`src/rtl/rv32m_pkg.sv`:
```
// Shared definitions for the RV32M execute unit: func3 codes, FSM state
// encoding and small func3 decode helpers.
package rv32m_pkg;

  localparam logic [2:0] F3_MUL    = 3'b000;
  localparam logic [2:0] F3_MULH   = 3'b001;
  localparam logic [2:0] F3_MULHSU = 3'b010;
  localparam logic [2:0] F3_MULHU  = 3'b011;
  localparam logic [2:0] F3_DIV    = 3'b100;
  localparam logic [2:0] F3_DIVU   = 3'b101;
  localparam logic [2:0] F3_REM    = 3'b110;
  localparam logic [2:0] F3_REMU   = 3'b111;

  typedef enum logic [2:0] {
    ST_IDLE = 3'd0,
    ST_MUL  = 3'd1,
    ST_DIV  = 3'd2,
    ST_FIX  = 3'd3,
    ST_DONE = 3'd4
  } state_t;

  function automatic logic f3_is_div(input logic [2:0] f3);
    return (f3 == F3_DIV) || (f3 == F3_DIVU) || (f3 == F3_REM) || (f3 == F3_REMU);
  endfunction

  function automatic logic f3_signed_div(input logic [2:0] f3);
    return (f3 == F3_DIV) || (f3 == F3_REM);
  endfunction

  function automatic logic f3_is_rem(input logic [2:0] f3);
    return (f3 == F3_REM) || (f3 == F3_REMU);
  endfunction

  // rs1 is signed for everything except MULHU; rs2 only for MUL/MULH
  function automatic logic mul_a_signed(input logic [2:0] f3);
    return (f3 == F3_MUL) || (f3 == F3_MULH) || (f3 == F3_MULHSU);
  endfunction

  function automatic logic mul_b_signed(input logic [2:0] f3);
    return (f3 == F3_MUL) || (f3 == F3_MULH);
  endfunction

endpackage

```
`src/rtl/ex_muldiv_unit_if.sv`:
```
// Issue/result bundle between the ID/EX pipeline register and the M-extension unit.
interface ex_muldiv_unit_if #(parameter int XLEN = 32);
  logic            Start;
  logic            Flush;
  logic [2:0]      Func3;
  logic [XLEN-1:0] Operand1;
  logic [XLEN-1:0] Operand2;
  logic [4:0]      WriteAddress;
  logic            Busy;
  logic            Stall;
  logic            Done;
  logic [XLEN-1:0] Result;
  logic [4:0]      Out_WriteAddress;

  modport master (
    output Start, Flush, Func3, Operand1, Operand2, WriteAddress,
    input  Busy, Stall, Done, Result, Out_WriteAddress
  );

  modport slave (
    input  Start, Flush, Func3, Operand1, Operand2, WriteAddress,
    output Busy, Stall, Done, Result, Out_WriteAddress
  );
endinterface

```
`src/rtl/rv32_div_iter.sv`:
```
// Radix-2 restoring divider datapath on unsigned magnitudes; one quotient bit per step.
module rv32_div_iter #(
  parameter int XLEN = 32
) (
  input  logic            CLK,
  input  logic            Reset,
  input  logic            start,
  input  logic            step,
  input  logic [XLEN-1:0] dividend,
  input  logic [XLEN-1:0] divisor,
  output logic [XLEN-1:0] quotient,
  output logic [XLEN-1:0] remainder,
  output logic            last
);
  localparam int CW = $clog2(XLEN);

  logic [XLEN-1:0] quo_reg;
  logic [XLEN-1:0] dvs_reg;
  logic [XLEN:0]   rem_reg;
  logic [CW-1:0]   count_reg;
  logic [XLEN:0]   shifted;
  logic [XLEN:0]   diff;

  // A borrow out of the trial subtraction lands in the top bit.
  always_comb begin
    shifted = (rem_reg << 1) | (XLEN+1)'(quo_reg[XLEN-1]);
    diff    = shifted - {1'b0, dvs_reg};
  end

  always_ff @(posedge CLK or negedge Reset) begin
    if (!Reset) begin
      quo_reg   <= '0;
      dvs_reg   <= '0;
      rem_reg   <= '0;
      count_reg <= '0;
    end else if (start) begin
      quo_reg   <= dividend;
      dvs_reg   <= divisor;
      rem_reg   <= '0;
      count_reg <= CW'(XLEN-1);
    end else if (step) begin
      if (!diff[XLEN]) begin
        rem_reg <= diff;
        quo_reg <= {quo_reg[XLEN-2:0], 1'b1};
      end else begin
        rem_reg <= shifted;
        quo_reg <= {quo_reg[XLEN-2:0], 1'b0};
      end
      count_reg <= count_reg - CW'(1);
    end
  end

  assign quotient  = quo_reg;
  assign remainder = rem_reg[XLEN-1:0];
  assign last      = (count_reg == '0);
endmodule

```
`src/rtl/ex_muldiv_unit.sv`:
```
// RV32M execute unit: 2-cycle multiplier, iterative divider, and pipeline stall
// generation while an operation is in flight.
module ex_muldiv_unit
  import rv32m_pkg::*;
#(
  parameter int XLEN = 32
) (
  input  logic             CLK,
  input  logic             Reset,
  ex_muldiv_unit_if.slave  bus
);
  localparam logic [XLEN-1:0] MIN_NEG = {1'b1, {(XLEN-1){1'b0}}};

  state_t            state_reg, state_next;
  logic [2:0]        func3_reg;
  logic [XLEN-1:0]   op1_reg, op2_reg;
  logic [4:0]        waddr_reg;
  logic [XLEN-1:0]   result_reg, result_next;
  logic [4:0]        out_waddr_reg, out_waddr_next;
  logic              load_result;

  logic              busy, accept, in_signed, in_special, div_start, div_step, div_last;
  logic [XLEN-1:0]   special_result, mag1, mag2;
  logic [XLEN-1:0]   div_quo, div_rem, fix_quo, fix_rem, fix_result, mul_result;
  logic signed [XLEN:0]     mul_a, mul_b;
  logic signed [2*XLEN+1:0] product;

  assign busy   = (state_reg == ST_MUL) || (state_reg == ST_DIV) || (state_reg == ST_FIX);
  assign accept = bus.Start && !busy && !bus.Flush;

  // Special divides are resolved straight from the incoming operands.
  always_comb begin
    in_signed  = f3_signed_div(bus.Func3);
    in_special = (bus.Operand2 == '0) ||
                 (in_signed && bus.Operand1 == MIN_NEG && bus.Operand2 == '1);
    if (bus.Operand2 == '0)
      special_result = f3_is_rem(bus.Func3) ? bus.Operand1 : '1;
    else
      special_result = f3_is_rem(bus.Func3) ? '0 : MIN_NEG;
    mag1 = (in_signed && bus.Operand1[XLEN-1]) ? -bus.Operand1 : bus.Operand1;
    mag2 = (in_signed && bus.Operand2[XLEN-1]) ? -bus.Operand2 : bus.Operand2;
  end

  always_comb begin
    mul_a      = {mul_a_signed(func3_reg) & op1_reg[XLEN-1], op1_reg};
    mul_b      = {mul_b_signed(func3_reg) & op2_reg[XLEN-1], op2_reg};
    product    = mul_a * mul_b;
    mul_result = XLEN'(product >> ((func3_reg == F3_MUL) ? 0 : XLEN));
  end

  // Sign restoration after magnitude division.
  always_comb begin
    fix_quo = (f3_signed_div(func3_reg) && (op1_reg[XLEN-1] ^ op2_reg[XLEN-1])) ? -div_quo : div_quo;
    fix_rem = (f3_signed_div(func3_reg) && op1_reg[XLEN-1]) ? -div_rem : div_rem;
    fix_result = f3_is_rem(func3_reg) ? fix_rem : fix_quo;
  end

  always_comb begin
    state_next     = state_reg;
    load_result    = 1'b0;
    result_next    = result_reg;
    out_waddr_next = out_waddr_reg;
    div_start      = 1'b0;
    div_step       = 1'b0;
    if (bus.Flush) begin
      state_next = ST_IDLE;
    end else begin
      case (state_reg)
        ST_IDLE, ST_DONE: begin
          if (bus.Start) begin
            if (!f3_is_div(bus.Func3)) begin
              state_next = ST_MUL;
            end else if (in_special) begin
              state_next     = ST_DONE;
              load_result    = 1'b1;
              result_next    = special_result;
              out_waddr_next = bus.WriteAddress;
            end else begin
              state_next = ST_DIV;
              div_start  = 1'b1;
            end
          end else begin
            state_next = ST_IDLE;
          end
        end
        ST_MUL: begin
          state_next     = ST_DONE;
          load_result    = 1'b1;
          result_next    = mul_result;
          out_waddr_next = waddr_reg;
        end
        ST_DIV: begin
          div_step = 1'b1;
          if (div_last) state_next = ST_FIX;
        end
        ST_FIX: begin
          state_next     = ST_DONE;
          load_result    = 1'b1;
          result_next    = fix_result;
          out_waddr_next = waddr_reg;
        end
        default: state_next = ST_IDLE;
      endcase
    end
  end

  always_ff @(posedge CLK or negedge Reset) begin
    if (!Reset) begin
      state_reg     <= ST_IDLE;
      func3_reg     <= '0;
      op1_reg       <= '0;
      op2_reg       <= '0;
      waddr_reg     <= '0;
      result_reg    <= '0;
      out_waddr_reg <= '0;
    end else begin
      state_reg <= state_next;
      if (accept) begin
        func3_reg <= bus.Func3;
        op1_reg   <= bus.Operand1;
        op2_reg   <= bus.Operand2;
        waddr_reg <= bus.WriteAddress;
      end
      if (load_result) begin
        result_reg    <= result_next;
        out_waddr_reg <= out_waddr_next;
      end
    end
  end

  rv32_div_iter #(.XLEN(XLEN)) u_div (
    .CLK       (CLK),
    .Reset     (Reset),
    .start     (div_start),
    .step      (div_step),
    .dividend  (mag1),
    .divisor   (mag2),
    .quotient  (div_quo),
    .remainder (div_rem),
    .last      (div_last)
  );

  assign bus.Busy             = busy;
  assign bus.Stall            = busy || (accept && (state_next != ST_DONE));
  assign bus.Done             = (state_reg == ST_DONE);
  assign bus.Result           = result_reg;
  assign bus.Out_WriteAddress = out_waddr_reg;
endmodule

```
`src/flat_wrapper.sv`:
```
// flat-port wrapper written by rule: the top's interface ports become plain ports
module ex_muldiv_unit_flat import rv32m_pkg::*;
#(
  parameter int XLEN = 32
)
  (CLK, Reset, bus_Start, bus_Flush, bus_Func3, bus_Operand1, bus_Operand2, bus_WriteAddress, bus_Busy, bus_Stall, bus_Done, bus_Result, bus_Out_WriteAddress);
  ex_muldiv_unit_if #(.XLEN(XLEN)) bus_i ();
  input  logic CLK;
  input  logic Reset;
  input wire logic [$bits(bus_i.Start)-1:0] bus_Start;
  input wire logic [$bits(bus_i.Flush)-1:0] bus_Flush;
  input wire logic [$bits(bus_i.Func3)-1:0] bus_Func3;
  input wire logic [$bits(bus_i.Operand1)-1:0] bus_Operand1;
  input wire logic [$bits(bus_i.Operand2)-1:0] bus_Operand2;
  input wire logic [$bits(bus_i.WriteAddress)-1:0] bus_WriteAddress;
  output wire logic [$bits(bus_i.Busy)-1:0] bus_Busy;
  output wire logic [$bits(bus_i.Stall)-1:0] bus_Stall;
  output wire logic [$bits(bus_i.Done)-1:0] bus_Done;
  output wire logic [$bits(bus_i.Result)-1:0] bus_Result;
  output wire logic [$bits(bus_i.Out_WriteAddress)-1:0] bus_Out_WriteAddress;
  assign bus_i.Start = bus_Start;
  assign bus_i.Flush = bus_Flush;
  assign bus_i.Func3 = bus_Func3;
  assign bus_i.Operand1 = bus_Operand1;
  assign bus_i.Operand2 = bus_Operand2;
  assign bus_i.WriteAddress = bus_WriteAddress;
  assign bus_Busy = bus_i.Busy;
  assign bus_Stall = bus_i.Stall;
  assign bus_Done = bus_i.Done;
  assign bus_Result = bus_i.Result;
  assign bus_Out_WriteAddress = bus_i.Out_WriteAddress;
  ex_muldiv_unit #(.XLEN(XLEN)) u_core (.CLK(CLK), .Reset(Reset), .bus(bus_i));
endmodule
```
`config.mk`:
```
export PLATFORM = sky130hd
export DESIGN_NAME = ex_muldiv_unit_flat
export DESIGN_NICKNAME = d
export VERILOG_FILES = /design/src/rtl/rv32m_pkg.sv /design/src/rtl/ex_muldiv_unit_if.sv /design/src/rtl/rv32_div_iter.sv /design/src/rtl/ex_muldiv_unit.sv /design/src/flat_wrapper.sv
export SDC_FILE = /design/constraint.sdc
export NUM_CORES = 2
export LEC_CHECK = 0
export ABC_AREA = 1
export CAP_MARGIN = 10
export CORE_ASPECT_RATIO = 0.8
export CORE_MARGIN = 5
export CORE_UTILIZATION = 47
export CTS_BUF_LIST = sky130_fd_sc_hd__clkbuf_4 sky130_fd_sc_hd__clkbuf_8 sky130_fd_sc_hd__clkbuf_16
export DETAILED_ROUTE_END_ITERATION = 8
export PLACE_DENSITY = 0.6
export SETUP_SLACK_MARGIN = 0.02
export SYNTH_ARGS = -nofsm -noshare
export SYNTH_HDL_FRONTEND = slang
export SYNTH_SLANG_ARGS = --single-unit
export TNS_END_PERCENT = 5
```
`constraint.sdc`:
```
create_clock -name CLK -period 19.68 [get_ports CLK]
set_input_delay 3.936 -clock CLK [delete_from_list [all_inputs] [get_ports CLK]]
set_output_delay 3.936 -clock CLK [all_outputs]
set_load 0.02 [all_outputs]
```
==> out/results.txt <==
status - finished clean
RSZ-0062 raised after global routing - false
final hold violations - 0
latest clock arrival within the worst-skew pair - 0.58 ns
Tmin final - 10.91 ns
gr usage total - 31.28%
CTS sink count - 213
post-route ant nets - 0
Setup CP Type - primary input to output pin
Port Buffers - 115
CP cell instances - clkdlybuf4s50_1, nand2_1, nor3_1, nand2_1, nor2_1, nand3_1, nand2_1, nand2_2, nand2_4, o21ai_0, clkdlybuf4s50_1
Initial Utilization - 47.33%
CTS buffer count - 22
CP max stage cell - clkdlybuf4s50_1
Critical Path RT - 15.74 ns
Seq cells post-synth - 213
clk_skew - 0.04785 ns
Async SR Flop Fraction - 100.0%
CP max FO - 6
Hold WC Path Type - register to register
Final GP Congestion - 1.012
area leader, netlist - fa_1
Die Y - 319.2 µm
die area - 126500 µm²
Most common cell on crit path - nand2_1
Synth Cell Area - 56150 µm²
CTS Root Buffer Type - clkbuf_16
filler instances - 12.00k
worst slew pin tran - 1.205 ns
CTS tree - done
WL final - 195400 µm
Syn. warnings - 0
setup TNS - 0 ns
dpl hpwl - 159100 µm
f_max - 91.65 MHz
DRT Pass-1 Iters - 6
Top FF cell, synth - dfrtp_1
CTS clock-pin slew for the worst setup and hold paths - 0.06 ns
Mapped Nets - 9089
vias in the first global route - 49.16k
routed via count - 48.16k
period utilization - 55.44%
CTS resizes - 0
largest net degree at the start of global routing - 99
cells after synthesis - 7636
WP data arrival - 6.98 ns
most common cell in the netlist - nand2_1
Seq/Total Area, Yosys - 9.493%
# DRC - 0
num rows - 113
Post-Syn Area per Cell - 7.353 µm²
Avg WL per Cell - 21.50 µm
nets@finish - 8968
GRT overflow - 0
initial drt markers - 4161
Worst path max stage delay - 0.72 ns
final slew viol count - 0
first-pass GRT wire length - 303700 µm
Final setup viols - 0
Synth area leaders - fa_1 (40%), nand2_1 (14%), inv_1 (13%)
top-area cell type share of the netlist area - 40.15%
Critical Path End Type - output pin
overall die width - 396.4 µm
Core Area - 118600 µm²
setup bufs post-CTS - 0
Slew headroom - 19.41%
Distinct cells, synth - 51
Layout area overhead - 5.520%
nature of the critical path startpoint - primary input
Ports - 116
hold buffers post-CTS - 0
maximum clock path buffer count - 3
layout cells sized above 1 - 2.829%
initial antenna violation count - 8
vias per cell - 5.300
H-Tree Level Count - 1
Synth top cells by count - nand2_1 (2119), inv_1 (2011), fa_1 (1126)
number of synthesized flops with an enable pin - 0
MaxCap Viol Count - 0
==> cell type report <==
cell class / instances / area, µm² / share of cell area, %
inverters: 2021 / 7599 / 12.82
repair buffers: 203 / 1817 / 3.066
clock buffers: 31 / 630.6 / 1.064
multi-input cells: 5054 / 41800 / 70.55
diodes: 5 / 12.51 / 0.02112
flip-flops and latches: 213 / 5335 / 9.005
well taps: 1552 / 1942 / 3.278
clock inverters: 8 / 112.6 / 0.1901
==> per-stage QoR <==
stage	hold WS [ns]	worst slack [ns]	instance area, µm²	util, %	std cells
2_1_floorplan	0.4479	10.50	56150	-	7636
3_3_place_gp	0.4611	8.800	58490	49.31	9043
3_5_place_dp	0.4723	8.807	58490	49.31	9043
4_1_cts	0.4892	8.790	59240	49.94	9082
5_1_grt	0.5045	8.661	59240	49.94	9082
6_report	0.4833	8.769	59250	49.95	9087
==> metal layers <==
layer  up-vias  GRT usage [%]  wire (µm)
li1      21830              -          -
met1     24200          46.83      89540
met2      1898          48.89      86550
met3       233          4.597      15080
met4         2          5.889       4214
met5         -              0         13
==> final timing paths <==
path | from | endpoint | slack (ns) | depth (start not counted)
setup reg to reg | u_core.func3_reg[1] | u_core.bus.Result[22] | 9.77 | 30
hold reg to reg | u_core.waddr_reg[3] | u_core.waddr_reg[3] | 0.48 | 2
setup / recovery | bus_Operand2[11] | bus_Stall | 8.77 | 11
min in group asynchronous | Reset | u_core.op1_reg[12] | 3.39 | 1
hold / removal | u_core.waddr_reg[3] | u_core.waddr_reg[3] | 0.48 | 2
max in group asynchronous | Reset | u_core.op1_reg[24] | 14.83 | 2
==> cell usage in the layout (no fill, tap or decap), types with 8 or more instances in the layout <==
cell / count
nand4_1: 49
a21oi_2: 22
o21ai_1: 31
nand2_1: 2118
nand3b_1: 8
nor3_1: 41
o211ai_1: 15
o21ai_0: 273
o21bai_1: 20
xor2_1: 62
buf_4: 88
inv_2: 9
fa_1: 1126
ha_1: 251
nor2_1: 431
xnor2_1: 13
a21oi_1: 170
o221ai_1: 26
clkdlybuf4s50_1: 114
nand3_1: 310
inv_1: 2011
clkbuf_16: 22
dfrtp_1: 209
or2_2: 11
==> cells by family after synthesis <==
family	synth area share, %
adder cells (fa/ha/maj)	45.74
buffers and inverters	16.14
AO/OA/AOI/OAI	5.865
XOR/XNOR	1.170
flip-flops	9.493
AND/OR/NAND/NOR	21.45
multiplexers	0.1404
==> worst max-delay path: cells and delay by family <==
kind / cells / cell delay, ns
AO/OA/AOI/OAI: 1 / 0.10
buffers and inverters: 2 / 1.29
AND/OR/NAND/NOR: 8 / 1.64
Power is not shown: default switching activity piles up to over one toggle a cycle in this logic, so the estimate is an artifact.
